File: config.mk
export PLATFORM = sky130hd
export DESIGN_NAME = rcv_fifo_ctrl
export DESIGN_NICKNAME = d
export VERILOG_FILES = /design/src/rtl/rcv_pkg.sv /design/src/rtl/rcv_timeout_cnt.sv /design/src/rtl/rcv_fifo_ctrl.sv
export SDC_FILE = /design/constraint.sdc
export NUM_CORES = 1
export LEC_CHECK = 0
export CELL_PAD_IN_SITES_DETAIL_PLACEMENT = 1
export CELL_PAD_IN_SITES_GLOBAL_PLACEMENT = 2
export CORE_ASPECT_RATIO = 0.9
export CORE_MARGIN = 5
export CORE_UTILIZATION = 25
export CTS_CLUSTER_DIAMETER = 40
export DETAILED_ROUTE_END_ITERATION = 12
export PLACE_DENSITY = 0.77
export RECOVER_POWER = 100
export SLEW_MARGIN = 20
export SYNTH_ARGS = -nofsm -noshare
export SYNTH_HDL_FRONTEND = slang
export SYNTH_HIERARCHICAL = 1
export SYNTH_SLANG_ARGS = --single-unit
File: constraint.sdc
create_clock -name clk -period 2.6 [get_ports clk]
set_input_delay 0.26 -clock clk [delete_from_list [all_inputs] [get_ports clk]]
set_output_delay 0.26 -clock clk [all_outputs]
set_load 0.02 [all_outputs]
File: src/rtl/rcv_pkg.sv
// Shared types and constants for the receive FIFO controller.
package rcv_pkg;

  localparam int WORDS_PER_BLK = 4;

  localparam logic [1:0] HTRANS_IDLE   = 2'b00;
  localparam logic [1:0] HTRANS_BUSY   = 2'b01;
  localparam logic [1:0] HTRANS_NONSEQ = 2'b10;
  localparam logic [1:0] HTRANS_SEQ    = 2'b11;

  typedef enum logic [1:0] {IDLE, FILL, STALL, FLUSH} rcv_state_t;

  // NONSEQ and SEQ carry data; IDLE and BUSY do not.
  function automatic logic htrans_active(input logic [1:0] htrans);
    logic act;
    act = 1'b0;
    case (htrans)
      HTRANS_IDLE, HTRANS_BUSY: act = 1'b0;
      HTRANS_NONSEQ, HTRANS_SEQ: act = 1'b1;
      default: act = 1'b0;
    endcase
    return act;
  endfunction

endpackage

File: src/rtl/rcv_timeout_cnt.sv
// Idle-cycle counter used to detect an abandoned partial block.
module rcv_timeout_cnt #(
  parameter int TIMEOUT = 16
) (
  input  logic clk,
  input  logic rst,
  input  logic clear,
  input  logic enable,
  output logic expired
);

  localparam int CW = (TIMEOUT > 2) ? $clog2(TIMEOUT) : 1;
  localparam logic [CW-1:0] LAST = CW'(TIMEOUT - 1);

  logic [CW-1:0] cnt_q;
  logic [CW-1:0] cnt_d;

  assign expired = (cnt_q == LAST);

  // Clear wins over count; the count saturates once expired.
  always_comb begin
    cnt_d = cnt_q;
    if (clear) begin
      cnt_d = '0;
    end else if (enable && !expired) begin
      cnt_d = cnt_q + 1'b1;
    end
  end

  // Counter register.
  always_ff @(posedge clk) begin
    if (rst) begin
      cnt_q <= '0;
    end else begin
      cnt_q <= cnt_d;
    end
  end

endmodule

File: src/rtl/rcv_fifo_ctrl.sv
// Receive FIFO sequencer: AHB-lite writes -> word enqueues, bus stall when
// no block slot is free, block hand-off to the consumer, and timeout flush
// of abandoned partial blocks.
module rcv_fifo_ctrl
  import rcv_pkg::*;
#(
  parameter int BLK_DEPTH = 3,
  parameter int TIMEOUT   = 16
) (
  input  logic       clk,
  input  logic       rst,
  input  logic       HSEL,
  input  logic [1:0] HTRANS,
  input  logic       HWRITE,
  input  logic       HREADY,
  output logic       HREADYOUT,
  input  logic       fifo_full,
  input  logic       framing_error,
  output logic       rcv_enq_word,
  output logic       fix_error,
  output logic       rcv_deq,
  output logic       blk_valid,
  input  logic       blk_ready,
  output logic [1:0] blk_count,
  output logic       err_irq,
  input  logic       err_clr
);

  localparam logic [1:0] DEPTH_C   = 2'(BLK_DEPTH);
  localparam logic [1:0] LAST_WORD = 2'(WORDS_PER_BLK - 1);

  rcv_state_t state_q, state_d;
  logic       pend_wr_q, pend_wr_d;
  logic [1:0] word_idx_q, word_idx_d;
  logic [1:0] blk_count_q, blk_count_d;
  logic       err_irq_q, err_irq_d;

  logic accept;
  logic stall;
  logic in_flush;
  logic enq;
  logic deq;
  logic blk_done;
  logic expired;
  logic tmo_clear;
  logic tmo_en;

  assign accept   = HSEL && HWRITE && HREADY && htrans_active(HTRANS);
  assign in_flush = (state_q == FLUSH);
  // A new block can only start when a slot is free; mid-block words always fit.
  assign stall    = pend_wr_q && (word_idx_q == 2'd0) && (blk_count_q == DEPTH_C);
  assign enq      = pend_wr_q && !stall && !in_flush;
  assign blk_done = enq && (word_idx_q == LAST_WORD);
  assign deq      = (blk_count_q != 2'd0) && blk_ready && !in_flush;

  assign HREADYOUT    = !stall && !in_flush;
  assign rcv_enq_word = enq;
  assign rcv_deq      = deq;
  assign fix_error    = in_flush;
  assign blk_valid    = (blk_count_q != 2'd0);
  assign blk_count    = blk_count_q;
  assign err_irq      = err_irq_q;

  // Timer runs only while a partial block sits idle.
  assign tmo_en    = (state_q == FILL);
  assign tmo_clear = enq || (state_q != FILL);

  rcv_timeout_cnt #(
    .TIMEOUT (TIMEOUT)
  ) u_tmo (
    .clk     (clk),
    .rst     (rst),
    .clear   (tmo_clear),
    .enable  (tmo_en),
    .expired (expired)
  );

  // Datapath next-state: pending write, word index, block count, error flag.
  always_comb begin
    pend_wr_d   = pend_wr_q;
    word_idx_d  = word_idx_q;
    blk_count_d = blk_count_q;
    err_irq_d   = err_irq_q;

    // A write held by wait states stays pending until it is taken.
    if (HREADYOUT) begin
      pend_wr_d = accept;
    end

    if (in_flush) begin
      word_idx_d = 2'd0;
    end else if (enq) begin
      word_idx_d = word_idx_q + 2'd1;
    end

    case ({blk_done, deq})
      2'b10:   blk_count_d = blk_count_q + 2'd1;
      2'b01:   blk_count_d = blk_count_q - 2'd1;
      default: blk_count_d = blk_count_q;
    endcase

    if (in_flush) begin
      err_irq_d = 1'b1;
    end else if (err_clr) begin
      err_irq_d = 1'b0;
    end
  end

  // Write-side FSM next state.
  always_comb begin
    state_d = state_q;
    case (state_q)
      IDLE: begin
        if (stall) begin
          state_d = STALL;
        end else if (enq) begin
          state_d = FILL;
        end
      end
      FILL: begin
        if (stall) begin
          state_d = STALL;
        end else if (blk_done) begin
          state_d = IDLE;
        end else if (!enq && expired) begin
          state_d = FLUSH;
        end
      end
      STALL: begin
        // The released write is word 0 of a new block, so it leaves a partial block.
        if (!stall) begin
          state_d = enq ? FILL : IDLE;
        end
      end
      FLUSH: begin
        state_d = IDLE;
      end
      default: state_d = IDLE;
    endcase
  end

  // State registers.
  always_ff @(posedge clk) begin
    if (rst) begin
      state_q     <= IDLE;
      pend_wr_q   <= 1'b0;
      word_idx_q  <= 2'd0;
      blk_count_q <= 2'd0;
      err_irq_q   <= 1'b0;
    end else begin
      state_q     <= state_d;
      pend_wr_q   <= pend_wr_d;
      word_idx_q  <= word_idx_d;
      blk_count_q <= blk_count_d;
      err_irq_q   <= err_irq_d;
    end
  end

  a_no_overflow: assert property (@(posedge clk) disable iff (rst)
    !(blk_done && !deq && (blk_count_q == DEPTH_C)));

  a_framing: assert property (@(posedge clk) disable iff (rst)
    !in_flush |-> (framing_error == (word_idx_q != 2'd0)));

  a_full: assert property (@(posedge clk) disable iff (rst)
    fifo_full == (blk_count_q == DEPTH_C));

endmodule
### Yosys cells after proc, flatten, opt, wreduce, memory -nomap -nowiden

Cells that the tools add are included.

* equal/unequal tests: 15
* add/sub/neg operators: 4
* reductions and logical operators: 29
* mux-type cells: 12

Operators by type and width (count)
* $eq 2x2->1 const B: 7
* $logic_and 1x1->1: 13
* $mux 2: 6
* $pmux 2 s4: 1
* $reduce_or 2->1: 4
* $eq 2x1->1 const B: 3
* $logic_not 2->1: 3
* $reduce_bool 2->1: 3
* $add 2x1->2 const B: 2
* $add 4x1->4 const B: 1
* $eq 4x4->1 const B: 1
* $logic_not 1->1: 4
* $ne 4x4->1 const B: 1
* $pmux 2 s2: 1
* $mux 1: 3
* $ne 3x3->1 const B: 1
* $reduce_and 3->1: 1
* $ne 2x1->1 const B: 1
* $ne 2x2->1 const B: 1
* $pmux 1 s2: 1
* $sub 2x1->2 const B: 1
* $logic_or 1x1->1: 1

* output and inout bits: 8
* logic and storage cells: 66
* flip-flop bits (word level): 12

### Depth between registers and ports, before layout

* depth in word-level cells: 12
* mapped depth: 9
* gate-level depth less buffers: 9

### By module

Netlist, hierarchy kept.

By module, submodules not included
* rcv_fifo_ctrl: cells each 52, area an instance 425.4 um2, instances 1
* rcv_timeout_cnt: cells each 22, area an instance 211.5 um2, instances 1

### Worst setup path after synthesis

Ideal clock, no wire load.

* path kind: flip-flop to flip-flop
* from: reg word_idx_q[0]
* to: reg blk_count_q[1] (netlist: blk_count[1])
* clock period less this slack: 2114 ps
* setup slack: 486 ps
* arrival time: 2044 ps
* required time: 2530 ps
* library setup time: 70 ps
* stages on the path, launching flop included: 9
* cells stage by stage: dfxtp_1 inv_1 ha_1 and3_1 nor2_1 nand2_1 ha_1 or3_1 a21oi_1

* cells in the longest elaborated chain, start to end: 9

Ends and longest elaborated chain
* start: declaration: RTL line rcv_fifo_ctrl.sv:34 `logic [1:0] word_idx_q, word_idx_d;`
* start signal: assignment: RTL line rcv_fifo_ctrl.sv:153 `word_idx_q <= word_idx_d;`
* $logic_not 2->1 (*): RTL line rcv_fifo_ctrl.sv:51 `assign stall = pend_wr_q && (word_idx_q == 2'd0) && (blk_count_q == DEPTH_C);`
* $logic_and 1x1->1 (*) (2 in a row): RTL line rcv_fifo_ctrl.sv:51
* $logic_not 1->1 (*)
* $logic_and 1x1->1 (*) (2 in a row): RTL line rcv_fifo_ctrl.sv:52 `assign enq = pend_wr_q && !stall && !in_flush;`
* named net rcv_enq_word: RTL line rcv_fifo_ctrl.sv:19 `output logic rcv_enq_word,`
* $logic_and 1x1->1 (*): RTL line rcv_fifo_ctrl.sv:53 `assign blk_done = enq && (word_idx_q == LAST_WORD);`
* $eq 2x1->1 / $eq 2x2->1 (equally long branches): RTL line rcv_fifo_ctrl.sv:96 `case ({blk_done, deq})`
* $pmux 2 s2 / $reduce_bool 2->1 (equally long branches)
* end signal: assignment: RTL line rcv_fifo_ctrl.sv:154 `blk_count_q <= blk_count_d;`
* end: declaration: RTL line rcv_fifo_ctrl.sv:35 `logic [1:0] blk_count_q, blk_count_d;`

Mark *: on every way through the listed nets, which the timed path passes. The rest lies on a longest branch.
A chain may end at the register's enable or synchronous reset.

### Final worst setup path

* from: reg word_idx_q[0]
* to: out rcv_enq_word

* cells in the longest elaborated chain, start to end: 6

Ends and longest elaborated chain (RTL line)
* $logic_not 2->1: rcv_fifo_ctrl.sv:51
* $logic_and 1x1->1 (2 in a row): rcv_fifo_ctrl.sv:51
* $logic_not 1->1
* $logic_and 1x1->1 (2 in a row): rcv_fifo_ctrl.sv:52
* end: declaration: rcv_fifo_ctrl.sv:19

No other way between the ends.

==> run summary <==
Status: finished, final reports clean
Initial antenna violation count: 0
Largest net degree at the start of global routing: 10
Gr ovfl total: 0
First-pass GRT wire length: 2.73 mm
Io pins: 19
Critical Path RT: 2340 ps
Total die area: 3660 um2
Top cell type's share of synthesized area: 37.7%
Initial Util: 26.0%
FP Rows: 17
Most used DFF post-synth: dfxtp_1
Routed via count: 608
Slew headroom: 75.3%
Clk_skew: 1.15 ps
Critical Path Sink Type: output pin
CP arrival: 2070 ps
Ys async rst share: 0%
Routed Antenna Nets: 0
Cells on worst reg2reg path: 8
Worst-path fanout max: 6
P_leak: 0.343 nW
Yosys warnings: 6
Vias per inst: 4.98
Slew @ Worst Pin: 370 ps
Max Cap Viol: 0
CTS Root Cell: clkbuf_4
Hold Fails Final Rpt: 0
Clk slew on worst S/H paths: 80 ps
Max Slew Vio Count: 0
Netlist cell types: 30
N_diodes: 0
Wire length per cell: 12.7 um
Die Ht: 57.9 um
H-tree Lvls: 1
Cell area after synthesis: 637 um2
#FFs+latches synth: 12
Sequential fraction of the synthesis area: 37.7%
# nets final: 110
Most area-hungry cell type in the Yosys netlist: dfxtp_1
Area Overhead vs Synth: 35.2%
Pwr dens: 415 nW/um2
Crit-path cells: inv_1 > ha_1 > and3_1 > nor2_1 > dlygate4sd3_1
Type of the tightest min-delay check: flip-flop to flip-flop
Routed Wire Length: 1.56 mm
Drc violations: 0
Die X: 63.2 um
Count leader, synth: dfxtp_1
Syn Nets: 89
CTS tree: built
Setup TNS: 0 ps
DP Worst Slack: 539 ps
GP Congestion: 0.721
Hold Crit Depth: 2
Num Clock Sinks: 12
CTS buffer count: 3
Worst Slack Setup Final: 272 ps
CORE AREA: 2450 um2
Worst path top cell family by delay: buffers and inverters
Setup violators final: 0
Crit path launch type: flip-flop
Top cells by count, synth: dfxtp_1, a21oi_1, nand2_1, o21ai_0, nor2_1
Fmax: 0.430 GHz
Buffers and inverters on the worst path: 2
Gate Count Post-Synth: 74
Hold Buf Count CTS: 0
Total track usage: 9.41%
Setup CP Type: flip-flop to output pin
Crit-path slowest cell: dlygate4sd3_1
PostCTS Resize Cnt: 0
Clk buf depth: 2
Max stage delay on crit path: 700 ps
Detailed Routing Iterations Pass 1: 2
Synth area leaders: dfxtp_1, ha_1, a21oi_1
Peak supply drop: 233 uV
Crit path depth: 5
Port bufs: 15
Postcts setup bufs: 0
Avg Synthesized Cell Area: 8.61 um2
Layout cells sized above 1: 11.7%
Final worst path period share: 89.5%
DP HPWL: 1.22 mm
RSZ-0062 raised after global routing: no
Vias in the first global route: 623
Initial drt markers: 9
Worst skew pair latency: 270 ps
EDFF count, synth: 0
Minimum clock period: 2330 ps
kinds of logic (layout without fill, tap and decap cells):
kind of cell | after synthesis | count (layout) | share of synthesized area (%)
simple gates | 29 | 29 | 25.3
buf+inv | 5 | 25 | 2.95
compound gates | 22 | 22 | 23.4
fa+ha+maj | 4 | 4 | 7.86
xor+xnor | 2 | 2 | 2.75
flops | 12 | 12 | 37.7
worst min-delay path, cell delays in order, from the launching register on:
cell and delay [ps]:
dfxtp_1 330, nand2_1 50, o21ai_0 60
report_power, final:
part,internal (W),switching (W)
logic,0.0000123,0.00000739
clock network,0.0000852,0.0000664
registers,0.000185,0.00000117
total,0.000282,0.0000750
through the flow:
step	std cells	power (W)	util, %	hold slack (ps)	instance area, um2
after floorplan	74	0.000196	-	329	637
after global placement	118	0.000210	33.9	470	830
after detailed placement	118	0.000211	33.9	472	830
after CTS	122	0.000367	35.4	486	866
after global routing	122	0.000377	35.2	511	861
final	122	0.000357	35.2	479	861
path summary, 6_finish.rpt:
| kind | startpoint | to | slack, ps |
|---|---|---|---|
| setup / recovery | word_idx_q[0] | rcv_enq_word | 270 |
| hold / removal | word_idx_q[1] | word_idx_q[1] | 480 |
| setup reg to reg | word_idx_q[0] | blk_count[1] | 530 |
| hold reg to reg | word_idx_q[1] | word_idx_q[1] | 480 |
cell type report:
type / instances / area [um2]
clock buffer: 4 / 36.3
fill: 291 / 1590
inverter: 5 / 18.8
multi-input combinational: 57 / 373
sequential: 12 / 240
tap: 28 / 35.0
timing repair buffer: 16 / 158
flip-flops by register name (all words and copies together) (netlist names):
signal       cells
u_tmo/cnt_q      4
state_q          2
pend_wr_q        1
err_irq          1
blk_count        2
word_idx_q       2
layer usage:
layer	part of all wire, %	wire length [um]	track usage (%)	vias to the layer above
li1	-	-	-	308
met3	3.9	60	3.68	2
met2	47	725	14.9	12
met1	48	746	11.2	286
met4	1.4	22	4.45	0
met5	0	0	0	-
placed cells by master, fill, tap and decap left out, types with 2 or more instances in the layout:
cell | Yosys | routed
inv_1 | 4 | 4
o211ai_1 | 1 | 2
o21ai_0 | 6 | 6
ha_1 | 4 | 4
nand3_1 | 3 | 3
clkdlybuf4s50_1 | 0 | 6
nand4_1 | 2 | 2
nor2_1 | 5 | 5
clkbuf_4 | 0 | 3
a21oi_1 | 7 | 7
dfxtp_1 | 12 | 12
nand2_1 | 7 | 7
and3_1 | 2 | 2
nand4b_1 | 2 | 2
dlygate4sd3_1 | 0 | 9
a21boi_0 | 2 | 3
Power figures use the tool's default switching activity.
